[config.mk]
export PLATFORM = sky130hd
export DESIGN_NAME = pc_sequencer
export DESIGN_NICKNAME = d
export VERILOG_FILES = /design/src/rtl/pc_sequencer.sv
export SDC_FILE = /design/constraint.sdc
export NUM_CORES = 1
export LEC_CHECK = 0
export BUFFER_PORTS_ARGS = -buffer_cell sky130_fd_sc_hd__buf_2
export CELL_PAD_IN_SITES_DETAIL_PLACEMENT = 0
export CELL_PAD_IN_SITES_GLOBAL_PLACEMENT = 1
export CORE_UTILIZATION = 35
export CTS_BUF_LIST = sky130_fd_sc_hd__clkbuf_8
export CTS_CLUSTER_DIAMETER = 60
export DETAILED_ROUTE_END_ITERATION = 6
export PLACE_DENSITY = 0.6
export SLEW_MARGIN = 0
export SYNTH_ARGS = -nofsm -noshare
export SYNTH_HDL_FRONTEND = slang
export SYNTH_SLANG_ARGS = --single-unit
[constraint.sdc]
create_clock -name clk -period 3.4 [get_ports clk]
set_input_delay 0.17 -clock clk [delete_from_list [all_inputs] [get_ports clk]]
set_output_delay 0.17 -clock clk [all_outputs]
set_load 0.02 [all_outputs]
[src/rtl/pc_sequencer.sv]
// Program-counter sequencer with a hardware return stack.
// Sequential, absolute, relative and return targets; sticky stack errors.
module pc_sequencer #(
   parameter int ADDR_W = 12,
   parameter int OFF_W  = 8,
   parameter int DEPTH  = 8
) (
   input  logic                         clk,
   input  logic                         rst,
   input  logic                         stall,
   input  logic [1:0]                   pc_src,
   input  logic [ADDR_W-1:0]            target,
   input  logic [OFF_W-1:0]             offset,
   input  logic                         push,
   input  logic                         pop,
   input  logic                         clear_err,
   output logic [ADDR_W-1:0]            pc,
   output logic [ADDR_W-1:0]            ret_addr,
   output logic [$clog2(DEPTH+1)-1:0]   depth,
   output logic                         full,
   output logic                         empty,
   output logic                         stack_overflow,
   output logic                         stack_underflow
);

   localparam int DW = $clog2(DEPTH + 1);
   localparam int AW = $clog2(DEPTH);

   localparam logic [1:0] SRC_SEQ = 2'b00;
   localparam logic [1:0] SRC_ABS = 2'b01;
   localparam logic [1:0] SRC_RET = 2'b10;
   localparam logic [1:0] SRC_REL = 2'b11;

   logic [ADDR_W-1:0] mem [DEPTH];
   logic [ADDR_W-1:0] pc_inc;
   logic [ADDR_W-1:0] off_ext;
   logic [ADDR_W-1:0] pc_nxt;
   logic [AW-1:0]     top_idx;
   logic [AW-1:0]     wr_idx;
   logic              do_new;
   logic              do_ovr;
   logic              do_dec;
   logic              ovf_set;
   logic              unf_set;

   assign full     = (depth == DW'(DEPTH));
   assign empty    = (depth == '0);
   assign top_idx  = AW'(depth - DW'(1));
   assign ret_addr = empty ? '0 : mem[top_idx];
   assign pc_inc   = pc + ADDR_W'(1);
   assign off_ext  = ADDR_W'($signed(offset));

   // push+pop on an empty stack degrades to a plain push
   assign do_ovr  = push && pop && !empty;
   assign do_new  = push && (!pop || empty) && !full;
   assign do_dec  = pop && !push && !empty;
   assign ovf_set = push && !pop && full;
   assign unf_set = (pop && !push && empty) ||
                    (pc_src == SRC_RET && empty);
   assign wr_idx  = do_ovr ? top_idx : AW'(depth);

   always_comb begin
      pc_nxt = pc_inc;
      case (pc_src)
         SRC_SEQ: pc_nxt = pc_inc;
         SRC_ABS: pc_nxt = target;
         SRC_RET: pc_nxt = empty ? pc_inc : ret_addr;
         SRC_REL: pc_nxt = pc_inc + off_ext;
         default: pc_nxt = pc_inc;
      endcase
   end

   always_ff @(posedge clk or negedge rst) begin
      if (!rst) begin
         pc              <= '0;
         depth           <= '0;
         stack_overflow  <= 1'b0;
         stack_underflow <= 1'b0;
      end else if (!stall) begin
         pc <= pc_nxt;
         if (do_new)
            depth <= depth + DW'(1);
         else if (do_dec)
            depth <= depth - DW'(1);
         stack_overflow  <= (stack_overflow && !clear_err) || ovf_set;
         stack_underflow <= (stack_underflow && !clear_err) || unf_set;
      end
   end

   // Slot contents need no reset: depth alone decides what is visible.
   always_ff @(posedge clk) begin
      if (!stall && (do_new || do_ovr))
         mem[wr_idx] <= pc_inc;
   end

endmodule

==> results.md <==
- Status: finished, final reports clean
- Initial DRC Count: 367
- Vias: 4016
- First-pass GRT wire length: 24300 um
- Antenna violations before repair: 0
- Max-cap violations: 0
- Netlist cell types: 59
- Area Overhead vs Synth: 19.5%
- Total grt overflow: 0
- Number of synthesized flops with an enable pin: 96
- CTS tree: yes
- Most frequent cell after synthesis: edfxtp_1
- #FFs+latches synth: 114
- Synthesized Nets: 483
- Top cells by area, synth: edfxtp_1 (50%), mux4_2 (9.3%), dfrtp_1 (7.7%)
- Final setup violation count: 0
- Largest area contributor in the netlist: edfxtp_1
- Worst hold path stage count: 4
- Final Hold Viols: 0
- ANT cells: 0
- Fin Setup TNS: 0 ps
- Sinks on Clock Net: 114
- Slew Limit Headroom: 52.2%
- Synth cell count leaders: edfxtp_1 (96), nor2_1 (47), nand2_1 (31)
- Synth warn: 0
- CTS clk-pin slew, worst paths: 70 ps
- Hold Path Class: in2reg
- Critical Path End Type: register
- Most common flop cell mapped by yosys: edfxtp_1
- Antenna-violating nets left: 0
- TritonCTS buffer count: 17
- DRT Wirelength: 16000 um
- IO buf count: 59
- Worst vdd ir: 0.649 mV
- Worst-Skew Late Latency: 430 ps
- RSZ-0062 raised after global routing: no
- Critical Path RT: 3700 ps
- Pins Over Slew Limit: 0
- Setup ws final: 376 ps
- Fin nets: 569
- Remaining routing DRC violations: 0
- Die area: 17100 um^2
- Lkg Pwr: 2.64 nW
- Starting Density: 36.2%
- CP Data Arrival Time: 3320 ps
- Root Buffer: clkbuf_8
- Seq/Total Area, Yosys: 57.3%
- FMAX: 0.331 GHz
- Max clock buf depth: 2
- Hpwl dp: 11500 um
- Worst-path fanout max: 10
- Number of placement rows: 46
- Die width: 131 um
- Final instance area: 6950 um^2
- Final min period: 3020 ps
- Worst slew pin tran: 715 ps
- Share of cells above drive strength 1: 29.9%
- Die Y: 131 um
- Ys async rst share: 15.8%
- PD cells: 1050 nW/um^2
- Vias in the first global route: 3981
- I/O Pins: 60
- Placed cell area: 6500 um^2
- Core ar.: 16100 um^2
- Vias/cell: 5.34
- CP Class: reg2reg
- H-tree depth: 4
- Post-Synthesis Cell Area: 5820 um^2
- Hold_ws: 48.4 ps
- Placer's final routability congestion estimate: 0.814
- Synth top area share: 49.6%
- GRT Util Overall: 20.3%
- Largest net degree at the start of global routing: 31
- Post-CTS setup buffer count: 0
- Setup WS pre-CTS: 188 ps
- Syn Area/Cell: 13.3 um^2
- R2r worst-path depth: 9
- Clk_skew: 9.13 ps
- DR WL/cell: 21.3 um
- Final period util: 89.0%
- Syn Inst Count: 437
- TritonRoute pass-1 iters: 6
- Startpoint Class: register
-- where the power goes --
group | switching (mW) | internal (mW)
clock network | 0.615 | 0.806
registers | 0.206 | 1.94
logic | 2.29 | 1.47
total | 3.11 | 4.22
-- layer usage --
layer	track usage [%]	vias to the layer above	part of all wire (%)	wire length, um
li1	-	1849	-	-
met1	28.7	2029	47	7580
met2	31.1	127	46	7340
met3	5.01	11	5.8	933
met4	5.27	0	0.92	148
met5	0	-	0	0
-- state kept, by name, indices dropped and copies added, names as in the netlist --
register / flops
stack_overflow: 1
stack_underflow: 1
depth: 4
mem: 96
pc: 12
-- critical path, stage by stage, from the launching register on --
cell	delay, ps
dfrtp_1	450
ha_1	310
xor2_2	460
ha_1	370
o211ai_1	210
o21ai_0	180
a21boi_0	420
o31ai_1	170
xnor2_1	210
o221ai_2	110
-- worst paths after layout --
kind / start / endpoint / slack (ps)
max: pc[0] / pc[11] / 380
min: clear_err / stack_underflow / 50
max reg2reg: pc[0] / pc[11] / 380
min reg2reg: stack_underflow / stack_underflow / 480
max in group asynchronous: rst / depth[0] / 2770
min in group asynchronous: rst / stack_underflow / 250
-- through the flow --
| step | instances | total power [mW] | util [%] |
|---|---|---|---|
| floorplan | 437 | 4.68 | - |
| global placement | 719 | 5.92 | 40.5 |
| detailed placement | 719 | 5.95 | 40.5 |
| CTS | 752 | 7.38 | 43.2 |
| global route | 752 | 7.81 | 43.3 |
| finish | 752 | 7.33 | 43.3 |
-- logic make-up after synthesis --
| family | after synthesis | share of synthesized area (%) |
|---|---|---|
| fa+ha+maj | 18 | 4.00 |
| xor+xnor | 24 | 3.87 |
| compound gates | 86 | 9.98 |
| simple gates | 120 | 9.88 |
| buf+inv | 33 | 2.50 |
| flops | 114 | 57.3 |
| mux | 42 | 12.5 |
-- cells in the final DEF (no fill, tap or decap), drive strengths merged, types with 3 or more instances in the layout --
cell type / instances
o22ai: 6
nor2b: 5
dfrtp: 18
o31ai: 4
a31oi: 3
o21ai: 18
xor2: 11
clkinvlp: 3
nor3: 5
edfxtp: 96
bufinv: 4
nand3: 15
mux4: 24
xnor2: 13
ha: 17
a21oi: 20
a21o: 7
clkbuf: 17
mux2i: 15
nor2: 47
nand2: 32
o221ai: 4
buf: 88
mux2: 3
o211ai: 4
or3: 3
clkinv: 3
a211oi: 4
inv: 16
-- timing repair --
item                                    in CTS  in global routing
resized for setup                            0                  1
endpoints found under the setup margin       0                  4
hold endpoints to repair                    18                  0
hold buffers                                 1                  0
-- area by class of cell --
| type | count | area (um^2) |
|---|---|---|
| Fill cell | 1504 | 9110 |
| Timing Repair Buffer | 89 | 523 |
| Clock inverter | 15 | 203 |
| Tap cell | 216 | 270 |
| Multi-Input combinational cell | 290 | 2340 |
| Sequential cell | 114 | 3330 |
| Clock buffer | 17 | 234 |
| Inverter | 11 | 41.3 |
Note: power is estimated with default switching activity, not from simulation.
